===== src/rtl/apb_i2c_fifo_if.sv =====
// Bus bundle between a FIFO user (master) and apb_i2c_fifo (slave).
// DWIDTH/AWIDTH must match the FIFO instance it connects to.
interface apb_i2c_fifo_if #(
  parameter int DWIDTH = 32,
  parameter int AWIDTH = 4
);
  logic              WR_ENA;
  logic [DWIDTH-1:0] WRITE_DATA;
  logic              RD_ENA;
  logic              CLR_ERR;
  logic [DWIDTH-1:0] READ_DATA;
  logic              EMPTY;
  logic              FULL;
  logic [AWIDTH:0]   COUNT;
  logic              OVERFLOW;
  logic              UNDERFLOW;
  logic              ALMOST_FULL;
  logic              ALMOST_EMPTY;

  modport master (
    output WR_ENA, WRITE_DATA, RD_ENA, CLR_ERR,
    input  READ_DATA, EMPTY, FULL, COUNT, OVERFLOW, UNDERFLOW,
           ALMOST_FULL, ALMOST_EMPTY
  );

  modport slave (
    input  WR_ENA, WRITE_DATA, RD_ENA, CLR_ERR,
    output READ_DATA, EMPTY, FULL, COUNT, OVERFLOW, UNDERFLOW,
           ALMOST_FULL, ALMOST_EMPTY
  );
endinterface


===== src/rtl/apb_i2c_fifo.sv =====
// First-word-fall-through FIFO for the APB<->I2C TX/RX paths, with sticky overflow/underflow.
// Optional registered almost-full/almost-empty flags enabled by APB_I2C_FIFO_THRESH_EN.
module apb_i2c_fifo #(
  parameter int DWIDTH   = 32,
  parameter int AWIDTH   = 4,
  parameter int AF_LEVEL = 12,
  parameter int AE_LEVEL = 4
) (
  input logic            PCLK,
  input logic            PRESET,
  apb_i2c_fifo_if.slave  bus
);
  localparam int              DEPTH   = 1 << AWIDTH;
  localparam logic [AWIDTH:0] DEPTH_C = {1'b1, {AWIDTH{1'b0}}};

  logic [DWIDTH-1:0] mem_q [DEPTH];
  logic [AWIDTH-1:0] wr_ptr_q, wr_ptr_d;
  logic [AWIDTH-1:0] rd_ptr_q, rd_ptr_d;
  logic [AWIDTH:0]   count_q, count_d;
  logic              ovf_q, ovf_d;
  logic              unf_q, unf_d;
  logic              empty, full, push, pop;

  assign empty = (count_q == '0);
  assign full  = (count_q == DEPTH_C);
  assign pop   = bus.RD_ENA && !empty;
  // A pop at full frees the slot the simultaneous push lands in.
  assign push  = bus.WR_ENA && (!full || bus.RD_ENA);

  always_comb begin
    wr_ptr_d = wr_ptr_q + AWIDTH'(push);
    rd_ptr_d = rd_ptr_q + AWIDTH'(pop);
    count_d  = count_q + (AWIDTH+1)'(push) - (AWIDTH+1)'(pop);
    ovf_d    = (bus.WR_ENA && full && !bus.RD_ENA) || (ovf_q && !bus.CLR_ERR);
    unf_d    = (bus.RD_ENA && empty) || (unf_q && !bus.CLR_ERR);
  end

  always_ff @(posedge PCLK) begin
    if (PRESET) begin
      wr_ptr_q <= '0;
      rd_ptr_q <= '0;
      count_q  <= '0;
      ovf_q    <= 1'b0;
      unf_q    <= 1'b0;
    end else begin
      wr_ptr_q <= wr_ptr_d;
      rd_ptr_q <= rd_ptr_d;
      count_q  <= count_d;
      ovf_q    <= ovf_d;
      unf_q    <= unf_d;
    end
  end

  always_ff @(posedge PCLK) begin
    if (!PRESET && push) begin
      mem_q[wr_ptr_q] <= bus.WRITE_DATA;
    end
  end

  assign bus.READ_DATA = empty ? '0 : mem_q[rd_ptr_q];
  assign bus.EMPTY     = empty;
  assign bus.FULL      = full;
  assign bus.COUNT     = count_q;
  assign bus.OVERFLOW  = ovf_q;
  assign bus.UNDERFLOW = unf_q;

`ifdef APB_I2C_FIFO_THRESH_EN
  localparam logic [AWIDTH:0] AF_C = (AWIDTH+1)'(AF_LEVEL);
  localparam logic [AWIDTH:0] AE_C = (AWIDTH+1)'(AE_LEVEL);

  logic af_q, ae_q;

  // Thresholds follow count_d so they change on the same edge as COUNT.
  always_ff @(posedge PCLK) begin
    if (PRESET) begin
      af_q <= 1'b0;
      ae_q <= 1'b1;
    end else begin
      af_q <= (count_d >= AF_C);
      ae_q <= (count_d <= AE_C);
    end
  end

  assign bus.ALMOST_FULL  = af_q;
  assign bus.ALMOST_EMPTY = ae_q;
`else
  assign bus.ALMOST_FULL  = 1'b0;
  assign bus.ALMOST_EMPTY = 1'b0;
`endif
endmodule


===== src/flat_wrapper.sv =====
// flat-port wrapper written by rule: the top's interface ports become plain ports
module apb_i2c_fifo_flat 
#(
  parameter int DWIDTH   = 32,
  parameter int AWIDTH   = 4,
  parameter int AF_LEVEL = 12,
  parameter int AE_LEVEL = 4
)
  (PCLK, PRESET, bus_WR_ENA, bus_WRITE_DATA, bus_RD_ENA, bus_CLR_ERR, bus_READ_DATA, bus_EMPTY, bus_FULL, bus_COUNT, bus_OVERFLOW, bus_UNDERFLOW, bus_ALMOST_FULL, bus_ALMOST_EMPTY);
  apb_i2c_fifo_if #(.DWIDTH(DWIDTH), .AWIDTH(AWIDTH)) bus_i ();
  input logic PCLK;
  input logic PRESET;
  input wire logic [$bits(bus_i.WR_ENA)-1:0] bus_WR_ENA;
  input wire logic [$bits(bus_i.WRITE_DATA)-1:0] bus_WRITE_DATA;
  input wire logic [$bits(bus_i.RD_ENA)-1:0] bus_RD_ENA;
  input wire logic [$bits(bus_i.CLR_ERR)-1:0] bus_CLR_ERR;
  output wire logic [$bits(bus_i.READ_DATA)-1:0] bus_READ_DATA;
  output wire logic [$bits(bus_i.EMPTY)-1:0] bus_EMPTY;
  output wire logic [$bits(bus_i.FULL)-1:0] bus_FULL;
  output wire logic [$bits(bus_i.COUNT)-1:0] bus_COUNT;
  output wire logic [$bits(bus_i.OVERFLOW)-1:0] bus_OVERFLOW;
  output wire logic [$bits(bus_i.UNDERFLOW)-1:0] bus_UNDERFLOW;
  output wire logic [$bits(bus_i.ALMOST_FULL)-1:0] bus_ALMOST_FULL;
  output wire logic [$bits(bus_i.ALMOST_EMPTY)-1:0] bus_ALMOST_EMPTY;
  assign bus_i.WR_ENA = bus_WR_ENA;
  assign bus_i.WRITE_DATA = bus_WRITE_DATA;
  assign bus_i.RD_ENA = bus_RD_ENA;
  assign bus_i.CLR_ERR = bus_CLR_ERR;
  assign bus_READ_DATA = bus_i.READ_DATA;
  assign bus_EMPTY = bus_i.EMPTY;
  assign bus_FULL = bus_i.FULL;
  assign bus_COUNT = bus_i.COUNT;
  assign bus_OVERFLOW = bus_i.OVERFLOW;
  assign bus_UNDERFLOW = bus_i.UNDERFLOW;
  assign bus_ALMOST_FULL = bus_i.ALMOST_FULL;
  assign bus_ALMOST_EMPTY = bus_i.ALMOST_EMPTY;
  apb_i2c_fifo #(.DWIDTH(DWIDTH), .AWIDTH(AWIDTH), .AF_LEVEL(AF_LEVEL), .AE_LEVEL(AE_LEVEL)) u_core (.PCLK(PCLK), .PRESET(PRESET), .bus(bus_i));
endmodule

===== config.mk =====
export PLATFORM = sky130hd
export DESIGN_NAME = apb_i2c_fifo_flat
export DESIGN_NICKNAME = d
export VERILOG_FILES = /design/src/rtl/apb_i2c_fifo_if.sv /design/src/rtl/apb_i2c_fifo.sv /design/src/flat_wrapper.sv
export SDC_FILE = /design/constraint.sdc
export NUM_CORES = 1
export LEC_CHECK = 0
export BUFFER_PORTS_ARGS = -buffer_cell sky130_fd_sc_hd__buf_2
export CAP_MARGIN = 5
export CELL_PAD_IN_SITES_DETAIL_PLACEMENT = 0
export CELL_PAD_IN_SITES_GLOBAL_PLACEMENT = 1
export CORE_ASPECT_RATIO = 1.25
export CORE_UTILIZATION = 35
export DETAILED_ROUTE_END_ITERATION = 7
export PLACE_DENSITY = 0.66
export SYNTH_ARGS = -nofsm -noshare
export SYNTH_HDL_FRONTEND = slang
export SYNTH_SLANG_ARGS = --single-unit
export TNS_END_PERCENT = 30

===== constraint.sdc =====
create_clock -name PCLK -period 12.2 [get_ports PCLK]
set_input_delay 3.05 -clock PCLK [delete_from_list [all_inputs] [get_ports PCLK]]
set_output_delay 3.05 -clock PCLK [all_outputs]
set_load 0.005 [all_outputs]

**After elaboration in Yosys (flattened, before gate mapping)**

Memory sizes are Yosys's and may differ from the RTL's. A register that Yosys moved wholly into a read port is not among the register bits.
Cells that the tools add are included.

- Multiply operators: 0
- Add/subtract/negate cells: 4
- Shift-type cells: 0
- Multiplexer cells: 4
- Magnitude comparators: 0
- Reductions and logical operators: 17
- Eq/ne operators: 1
- Divide/modulo/power cells: 0
- Bitwise logic cells: 0

Operator list:

| kind | number |
|---|---|
| $mux 32 | 1 |
| $add 4x1->4 | 2 |
| $logic_and 1x1->1 | 8 |
| $add 5x1->5 | 1 |
| $eq 5x5->1 const B | 1 |
| $logic_not 1->1 | 5 |
| $logic_not 5->1 | 1 |
| $sub 5x1->5 | 1 |
| $mux 4 | 1 |
| $logic_or 1x1->1 | 3 |
| $mux 1 | 2 |

- Logic and storage cells: 32
- RAM bits: 512
- Output and inout bits: 43
- Memories: 1
- Register bits: 15
- Latch bits: 0
- Bits in read-only memories: 0

Memory list:

| memory | depth | bits a word | read ports | clocked after memory_dff | wr ports | RTL line | source |
|---|---|---|---|---|---|---|---|
| u_core.mem_q | 16 | 32 | 1 | 1 | 1 | apb_i2c_fifo.sv:16 | `logic [DWIDTH-1:0] mem_q [DEPTH];` |

**Logic depth before layout (Yosys ltp)**

Gate-level depths: netlist (run 1).

- Depth in word-level cells: 7
- Depth in mapped cells: 14

**Worst setup path before layout (run 1)**

No wires, ideal clock.

- Path type: input to register
- Start point: input PRESET
- End point: memory u_core.mem_q[10][0], enable pin
- Stages: 2
- Arrival time: 6.406 ns
- Required time: 11.699 ns
- Path slack: 5.293 ns
- Library setup time: 0.501 ns
- Buffers on the path: 1
- Path through: clkbuf_1 nor4_1

- Longest elaborated chain between the ends: 4

RTL lines:

| element | RTL line | source |
|---|---|---|
| from (decl) | flat_wrapper.sv:12 | `input logic PRESET;` |
| $logic_not 1->1 | apb_i2c_fifo.sv:55 | `if (!PRESET && push) begin` |
| $logic_and 1x1->1 | apb_i2c_fifo.sv:55 |  |
| $mux 1 | apb_i2c_fifo.sv:55 |  |
| $mux 1 (implied by the code) | apb_i2c_fifo.sv:56 | `mem_q[wr_ptr_q] <= bus.WRITE_DATA;` |
| to (decl) | apb_i2c_fifo.sv:16 |  |

Every way passes these cells.

==> impl_metrics.env, run 1 <==
export IMPL_outcome="finished clean"
export IMPL_final_common_cell="edfxtp_1"
export IMPL_critPathBufInv=2
export IMPL_fin_area_sq_um=23100
export IMPL_routed_via_density=5.23
export IMPL_yosys_warnings=0
export IMPL_path_class="register to output pin"
export IMPL_synth_distinct_cells=37
export IMPL_drc=0
export IMPL_path_clk_slew_ns=0.06
export IMPL_cts_tree="yes"
export IMPL_reg2reg_from="u_core.bus.COUNT[2]$_SDFF_PP0_"
export IMPL_endpoint_kind="output pin"
export IMPL_drv_slew=0
export IMPL_setup_violations=0
export IMPL_power_total_w=0.00432
export IMPL_drt_total_wl_microns=43600
export IMPL_synthToLayoutAreaGrowth_pct=14.1
export IMPL_finalNonFillerCells=1778
export IMPL_cp_startpoint="u_core.rd_ptr_q[0]$_SDFF_PP0_"
export IMPL_pin_count=80
export IMPL_clk_latency_ns=0.57
export IMPL_crit_required_ns=9.15
export IMPL_synth_area_sq_um=20200
export IMPL_cap_violations=0
export IMPL_path_cells="buf_4 -> mux4_2 -> mux2i_1 -> nor3_1 -> a221o_1 -> buf_2"
export IMPL_final_nets=1040
export IMPL_met2_usage_pct=25.6
export IMPL_layout_common_cells="edfxtp_1, mux4_2, buf_2, clkbuf_16, nor3_1"
export IMPL_ys_ff_latch=527
export IMPL_slowest_stage="dfxtp_4"
export IMPL_cts_made_buffers=48
export IMPL_fmax_mhz=145
export IMPL_fillers=5035
export IMPL_vias=9299
export IMPL_grt_overflow=0
export IMPL_rsz0062_at_grt="no"
export IMPL_drtAntennaViolNets=0
export IMPL_n_antenna_cell=0
export IMPL_setup_tns_ns=0
export IMPL_hp_start="u_core.bus.OVERFLOW$_SDFF_PP0_"
export IMPL_worst_slack_ns=5.32
export IMPL_pre_cts_slack_ns=5.79
export IMPL_dieArea_sq_um=58800
export IMPL_drt_iter0_markers=837
export IMPL_routabilityCongestion=0.674
export IMPL_syn_instance_count=888
export IMPL_vdd_ir_drop_max_v=0.000139
export IMPL_design_core_area_sq_um=57100
export IMPL_fin_crit_ns=6.88
export IMPL_cts_resized=0
export IMPL_worstHoldPathType="register to register"
export IMPL_cts_sinks=527
export IMPL_grt_pass1_wl_microns=65600
export IMPL_max_stage_delay_ns=1.02
export IMPL_grt_max_degree=69
export IMPL_cts_root_buffer_cell="clkbuf_16"
export IMPL_die_h_microns=271
export IMPL_crit_family="flip-flops"
export IMPL_placed_cell_area_sq_um=21600
export IMPL_wl_per_cell_microns=24.5
export IMPL_dp_cells=1692
export IMPL_grt_usage_pct=15.1
export IMPL_p_per_area_nw_per_um2=187
export IMPL_hold_viol=0
export IMPL_skew_ns=0.0238
export IMPL_grt_pass1_vias=9959
export IMPL_tightest_slew_ns=1.06
export IMPL_path_max_fanout=48
export IMPL_cp_arrival_ns=3.83
export IMPL_die_x_microns=217
export IMPL_grtUsageMet3_pct=2.35
export IMPL_synth_seq_area_share_pct=77.5
export IMPL_hpwl_microns=22000
export IMPL_min_period_over_period_pct=56.4
export IMPL_io_buffers=77
export IMPL_grt_use_met1_pct=20.1
export IMPL_grt_antenna_before_repair=1
export IMPL_drtPass1Iterations=5
export IMPL_cts_path_max_buffers=3
export IMPL_critPathLaunchType="register"
export IMPL_rows=98
export IMPL_syn_avg_cell_area_sq_um=22.8
export IMPL_relSlewSlack_pct=29.2
export IMPL_cts_hold_buffers=0
export IMPL_htree_num_levels=2
export IMPL_postCtsSetupBuffers=0
export IMPL_initial_core_util_pct=35.4
export IMPL_busiest_layer="met2"
export IMPL_power_static_leakage_nw=7.09
export IMPL_drive_above_1_share_pct=31.4
kinds of logic (layout without fill, tap and decap cells):
logic type / after synthesis / after routing / synth area share, %
other: 1 / 2 / 0.0185
muxes: 160 / 160 / 15.8
buffers and inverters: 59 / 198 / 1.59
AOI/OAI and AO/OA: 39 / 39 / 1.78
and+or+nand+nor: 85 / 85 / 2.34
DFF: 527 / 527 / 77.5
xor gates and xnor gates: 6 / 6 / 0.260
adders and majority gates: 11 / 11 / 0.717
routing by layer:
layer / vias up / wire (microns)
li1: 3981 / -
met1: 5073 / 18800
met2: 180 / 22100
met3: 65 / 1740
met4: 0 / 982
met5: - / 0
state kept, by name, indices dropped and copies added, names as in the netlist:
name / flops
u_core.bus.UNDERFLOW: 1
u_core.wr_ptr_q: 4
u_core.rd_ptr_q: 4
u_core.bus.COUNT: 5
u_core.bus.OVERFLOW: 1
u_core.mem_q: 512
metrics by stage:
step                      util [%]  hold WS (ns)
final                         40.4         0.475
after global routing          40.4         0.500
after CTS                     40.4         0.470
after detailed placement      37.8         0.460
after global placement        37.8         0.450
after floorplan                  -         0.461
Yosys cell counts:
cell,instances,area [sq um]
edfxtp_1,512,15400
mux4_2,128,2880
nor3_1,33,165
a221o_1,32,320
mux2i_1,32,320
clkbuf_1,23,86.3
nor2_1,19,71.3
dfxtp_1,15,300
buf_2,14,70.1
buf_6,10,113
ha_1,10,125
inv_1,9,33.8
nor2b_1,9,56.3
a21oi_1,4,20.0
nand2b_1,4,25.0
nor4_1,4,25.0
nand3_1,3,15.0
xnor2_1,3,26.3
xor2_1,3,26.3
buf_4,2,15.0
nand2_1,2,7.51
or4_1,2,15.0
a21o_1,1,7.51
conb_1,1,3.75
fa_1,1,20.0
inv_2,1,3.75
nand3b_1,1,7.51
nand4b_1,1,8.76
nand4bb_1,1,11.3
nor2_2,1,6.26
nor3b_1,1,7.51
nor3b_2,1,12.5
nor4b_4,1,23.8
o21ai_1,1,5.00
o21bai_1,1,7.51
or2_1,1,6.26
or4b_1,1,10.0
layout make-up:
class	count	area, sq um	share of cell area [%]
Inverter	10	37.5	0.163
Multi-Input combinational cell	303	4370	18.9
Timing Repair Buffer	102	573	2.48
Clock inverter	32	243	1.05
Sequential cell	527	15700	67.9
Clock buffer	54	1240	5.39
Tap cell	750	938	4.06
path summary, 6_finish.rpt:
check	to	slack (ns)	depth (start not counted)
max	bus_READ_DATA[30]	5.32	6
min	u_core.bus.OVERFLOW$_SDFF_PP0_	0.47	2
max reg2reg	u_core.bus.COUNT[4]$_SDFF_PP0_	8.87	14
min reg2reg	u_core.bus.OVERFLOW$_SDFF_PP0_	0.47	2
power by group:
| group | switching, W | leakage [nW] | internal [W] |
|---|---|---|---|
| logic | 0.000372 | 1.62 | 0.000419 |
| clock network | 0.000640 | 0.728 | 0.000797 |
| registers | 0.0000757 | 4.74 | 0.00202 |
tightest hold or removal path, stage by stage, from the launching register on:
cell and delay (ns):
dfxtp_1 0.30, nand2b_1 0.07, a21oi_1 0.06
Note: power is estimated with default switching activity, not from simulation.
==> inputs of run 2 (changes only) <==
==> constraint.sdc (replaced) <==
create_clock -name PCLK -period 7 [get_ports PCLK]
set_input_delay 1.75 -clock PCLK [delete_from_list [all_inputs] [get_ports PCLK]]
set_output_delay 1.75 -clock PCLK [all_outputs]
set_load 0.005 [all_outputs]
==> impl_metrics.env, run 2 (synthesis results as in run 1) <==
export IMPL_skew_ns=0.0141
export IMPL_endpoint_kind="output pin"
export IMPL_cts_resized=0
export IMPL_grt_pass1_wl_microns=65500
export IMPL_final_common_cell="edfxtp_1"
export IMPL_drive_above_1_share_pct=31.2
export IMPL_initial_core_util_pct=35.4
export IMPL_drc=0
export IMPL_cp_arrival_ns=3.20
export IMPL_fmax_mhz=202
export IMPL_power_static_leakage_nw=7.11
export IMPL_die_h_microns=271
export IMPL_path_clk_slew_ns=0.07
export IMPL_cts_hold_buffers=0
export IMPL_grt_antenna_before_repair=2
export IMPL_n_antenna_cell=0
export IMPL_drt_total_wl_microns=44500
export IMPL_holdPathEnd="u_core.bus.OVERFLOW$_SDFF_PP0_"
export IMPL_p_per_area_nw_per_um2=328
export IMPL_drt_iter0_markers=739
export IMPL_vdd_ir_drop_max_v=0.000198
export IMPL_grt_max_degree=59
export IMPL_postCtsSetupBuffers=0
export IMPL_cap_violations=0
export IMPL_crit_family="multiplexers"
export IMPL_hold_viol=0
export IMPL_rr_worst_depth=7
export IMPL_cts_sinks=527
export IMPL_cts_tree="yes"
export IMPL_routed_via_density=5.23
export IMPL_grt_overflow=0
export IMPL_reg2reg_from="u_core.bus.COUNT[2]$_SDFF_PP0_"
export IMPL_path_class="register to output pin"
export IMPL_rsz0062_at_grt="no"
export IMPL_drtPass1Iterations=5
export IMPL_setup_violations=0
export IMPL_outcome="finished clean"
export IMPL_drv_slew=0
export IMPL_die_x_microns=217
export IMPL_max_stage_delay_ns=0.72
export IMPL_wl_per_cell_microns=25.0
export IMPL_path_cells="buf_4 -> mux4_2 -> mux2i_1 -> nor3_1 -> a221o_1 -> buf_2"
export IMPL_grt_usage_pct=15.2
export IMPL_min_period_over_period_pct=70.8
export IMPL_holdWs_ns=0.471
export IMPL_synthToLayoutAreaGrowth_pct=14.3
export IMPL_io_buffers=77
export IMPL_hpwl_microns=23300
export IMPL_htree_num_levels=2
export IMPL_design_core_area_sq_um=57100
export IMPL_grt_pass1_vias=9683
export IMPL_rows=98
export IMPL_cts_made_buffers=49
export IMPL_r2r_end="u_core.mem_q[3][23]$_DFFE_PP_"
export IMPL_holdPathStages=2
export IMPL_vias=9322
export IMPL_dieArea_sq_um=58800
export IMPL_path_max_fanout=28
export IMPL_r2r_setup_slack_ns=3.73
export IMPL_cts_path_max_buffers=3
export IMPL_crit_required_ns=5.25
export IMPL_final_nets=1044
export IMPL_routabilityCongestion=0.721
export IMPL_cts_root_buffer_cell="clkbuf_16"
export IMPL_slowest_stage="dfxtp_4"
export IMPL_pin_count=80
export IMPL_worstHoldPathType="register to register"
export IMPL_layout_common_cells="edfxtp_1, mux4_2, buf_2, clkbuf_16, nor3_1"
export IMPL_drtAntennaViolNets=0
export IMPL_clk_latency_ns=0.58
export IMPL_registers_top_by_ff_count="u_core.mem_q"
export IMPL_tightest_slew_ns=0.972
export IMPL_critPathBufInv=2
export IMPL_cp_startpoint="u_core.rd_ptr_q[0]$_SDFF_PP0_"
export IMPL_relSlewSlack_pct=35.2
export IMPL_hp_start="u_core.bus.OVERFLOW$_SDFF_PP0_"
export IMPL_critPathLaunchType="register"
export IMPL_largest_register_ffs=512
export IMPL_setup_tns_ns=0
export IMPL_fin_crit_ns=4.95
run 2: cell types whose count changed in the layout (fill, tap and decap cells not counted):
cell	previous run	this run
clkbuf_1	5	16
clkinv_1	12	5
clkinv_2	10	7
buf_4	25	27
clkinv_4	2	0
clkinv_8	0	2
buf_12	0	1
clkinvlp_4	3	2
inv_6	2	1
inv_8	0	1
run 2: worst max path at each step:
stage / cells after the start / to
2_1_floorplan: 2 / u_core.mem_q[10][0]$_DFFE_PP_
4_1_cts: 6 / bus_READ_DATA[2]
3_5_place_dp: 6 / bus_READ_DATA[2]
5_1_grt: 6 / bus_READ_DATA[3]
3_3_place_gp: 6 / bus_READ_DATA[2]
6_report: 6 / bus_READ_DATA[2]
run 2: report_power, final:
part           switching [W]  internal, W  total, W
Sequential          0.000102      0.00352   0.00362
Clock                0.00112      0.00141   0.00253
Combinational       0.000699     0.000738   0.00144
run 2: area by class of cell:
type | count | area (sq um)
multi-input combinational | 303 | 4370
fill | 5048 | 34000
sequential | 527 | 15700
tap | 750 | 938
timing repair buffer | 105 | 608
inverter | 10 | 37.5
clock inverter | 21 | 211
clock buffer | 65 | 1290
run 2: worst reg2reg max path: cells and delay by family (launching register included):
family / cells / cell delay (ns)
compound gates: 1 / 0.28
fa+ha+maj: 1 / 0.21
buf+inv: 2 / 0.43
flops: 1 / 0.35
simple gates: 3 / 1.68
run 2: through the flow:
| step | setup slack (ns) | power (W) | area, sq um | cells | utilization, % |
|---|---|---|---|---|---|
| CTS | 1.92 | 0.00770 | 23100 | 1781 | 40.5 |
| detailed placement | 2.54 | 0.00517 | 21600 | 1695 | 37.9 |
| global placement | 2.55 | 0.00517 | 21600 | 1695 | 37.9 |
| finish | 2.05 | 0.00758 | 23100 | 1781 | 40.5 |
| floorplan | 1.39 | 0.00470 | 20200 | 889 | - |
| global route | 1.80 | 0.00789 | 23100 | 1781 | 40.5 |
run 2: routing by layer:
metal  wire, microns  vias up  GRT usage, %
li1                -     3976             -
met1           18700     5012          20.1
met2           22600      272          25.7
met3            2120       60          2.37
met4            1030        2          4.76
met5              13        -             0
==> inputs of run 3 (changes only) <==
--- a/config.mk
+++ b/config.mk
@@ -12,7 +12,7 @@
 export CORE_ASPECT_RATIO = 1.25
 export CORE_UTILIZATION = 35
 export DETAILED_ROUTE_END_ITERATION = 7
-export PLACE_DENSITY = 0.66
+export PLACE_DENSITY = 0.68
 export SYNTH_ARGS = -nofsm -noshare
 export SYNTH_HDL_FRONTEND = slang
 export SYNTH_SLANG_ARGS = --single-unit
==> constraint.sdc (replaced) <==
create_clock -name PCLK -period 4.1 [get_ports PCLK]
set_input_delay 1.025 -clock PCLK [delete_from_list [all_inputs] [get_ports PCLK]]
set_output_delay 1.025 -clock PCLK [all_outputs]
set_load 0.005 [all_outputs]
==> impl_metrics.env, run 3 (synthesis results as in run 1) <==
export IMPL_endpoint_kind="output pin"
export IMPL_crit_required_ns=3.07
export IMPL_postCtsSetupBuffers=0
export IMPL_drv_slew=0
export IMPL_critPathBufInv=3
export IMPL_rows=98
export IMPL_design_core_area_sq_um=57100
export IMPL_grt_pass1_wl_microns=63800
export IMPL_registers_top_by_ff_count="u_core.mem_q"
export IMPL_htree_num_levels=2
export IMPL_pin_count=80
export IMPL_met2_usage_pct=25.8
export IMPL_slowest_stage="buf_4"
export IMPL_fmax_mhz=259
export IMPL_largest_register_ffs=512
export IMPL_vias=9231
export IMPL_dieArea_sq_um=58800
export IMPL_cts_path_max_buffers=3
export IMPL_grt_antenna_before_repair=4
export IMPL_rsz0062_at_grt="no"
export IMPL_cts_root_buffer_cell="clkbuf_16"
export IMPL_grt_max_degree=56
export IMPL_final_util_pct=40.7
export IMPL_final_nets=1053
export IMPL_hpwl_microns=23600
export IMPL_vdd_ir_drop_max_v=0.000338
export IMPL_initial_core_util_pct=35.4
export IMPL_tightest_slew_ns=0.971
export IMPL_cts_sinks=527
export IMPL_grt_pass1_vias=9880
export IMPL_routabilityCongestion=0.694
export IMPL_die_x_microns=217
export IMPL_drt_iter0_markers=716
export IMPL_rr_worst_depth=14
export IMPL_drt_total_wl_microns=42700
export IMPL_holdWs_ns=0.475
export IMPL_drtPass1Iterations=5
export IMPL_busiest_layer="met2"
export IMPL_skew_ns=0.0224
export IMPL_power_total_w=0.0129
export IMPL_fin_crit_ns=3.86
export IMPL_cts_hold_buffers=0
export IMPL_max_stage_delay_ns=0.59
export IMPL_wl_per_cell_microns=23.8
export IMPL_cp_depth=7
export IMPL_cts_tree="yes"
export IMPL_drive_above_1_share_pct=32.0
export IMPL_relSlewSlack_pct=34.8
export IMPL_placed_cell_area_sq_um=21800
export IMPL_cp_arrival_ns=2.83
export IMPL_drtAntennaViolNets=0
export IMPL_path_clk_slew_ns=0.06
export IMPL_critPathLaunchType="register"
export IMPL_path_max_fanout=35
export IMPL_final_common_cell="edfxtp_1"
export IMPL_worstHoldPathType="register to register"
export IMPL_outcome="finished clean"
export IMPL_grt_overflow=0
export IMPL_p_per_area_nw_per_um2=554
export IMPL_holdPathStages=2
export IMPL_path_class="register to output pin"
export IMPL_die_h_microns=271
export IMPL_drc=0
export IMPL_min_period_over_period_pct=94.0
export IMPL_io_buffers=77
export IMPL_clk_latency_ns=0.58
export IMPL_power_static_leakage_nw=7.18
export IMPL_grt_usage_pct=14.7
export IMPL_path_cells="inv_1 -> ha_1 -> nor4b_4 -> buf_4 -> nor3_1 -> a221o_1 -> buf_2"
export IMPL_grtUsageMet3_pct=2.38
export IMPL_cts_resized=0
export IMPL_hold_viol=0
export IMPL_fin_area_sq_um=23300
export IMPL_layout_common_cells="edfxtp_1, mux4_2, buf_2, clkbuf_16, nor3_1"
export IMPL_grt_use_met1_pct=18.7
export IMPL_routed_via_density=5.15
export IMPL_synthToLayoutAreaGrowth_pct=15.0
export IMPL_setup_violations=0
export IMPL_cap_violations=0
export IMPL_crit_family="buffers and inverters"
export IMPL_cts_made_buffers=48
-- run 3: path summary, 6_finish.rpt --
| kind | slack (ns) | endpoint | startpoint |
|---|---|---|---|
| setup / recovery | 0.24 | bus_READ_DATA[13] | u_core.bus.COUNT[2]$_SDFF_PP0_ |
| hold / removal | 0.48 | u_core.bus.OVERFLOW$_SDFF_PP0_ | u_core.bus.OVERFLOW$_SDFF_PP0_ |
| setup reg to reg | 0.69 | u_core.bus.COUNT[4]$_SDFF_PP0_ | u_core.bus.COUNT[2]$_SDFF_PP0_ |
| hold reg to reg | 0.48 | u_core.bus.OVERFLOW$_SDFF_PP0_ | u_core.bus.OVERFLOW$_SDFF_PP0_ |
-- run 3: tightest hold or removal path, stage by stage (launching register included) --
cell and delay (ns):
dfxtp_1 0.31, nand2b_1 0.06, a21oi_1 0.06
-- run 3: layout make-up --
| class | count | area [sq um] |
|---|---|---|
| Fill cell | 4992 | 33900 |
| Tap cell | 750 | 938 |
| Antenna cell | 1 | 2.50 |
| Inverter | 10 | 37.5 |
| Timing Repair Buffer | 115 | 783 |
| Clock inverter | 26 | 194 |
| Multi-Input combinational cell | 303 | 4370 |
| Clock buffer | 61 | 1270 |
| Sequential cell | 527 | 15700 |
-- run 3: through the flow --
| step | std cells | TNS, ns | setup slack, ns |
|---|---|---|---|
| floorplan | 889 | -100.14 | -0.782 |
| global placement | 1705 | 0 | 0.720 |
| detailed placement | 1705 | 0 | 0.676 |
| CTS | 1792 | 0 | 0.185 |
| global route | 1792 | 0 | 0.115 |
| finish | 1793 | 0 | 0.245 |
-- run 3: layer usage --
metal  routed length, microns  vias to the layer above  share of wire [%]
met3                     1880                       60                4.4
met2                    22400                      203                 52
li1                         -                     3999                  -
met1                    17600                     4965                 41
met4                      845                        4                2.0
met5                       20                        -              0.047
-- run 3: power by group --
part           leakage (nW)  total [W]  switching, W  internal [W]
clock network         0.722    0.00424       0.00191       0.00233
logic                  1.72    0.00255       0.00123       0.00132
registers              4.74    0.00612      0.000116       0.00600
total                  7.18     0.0129       0.00325       0.00965
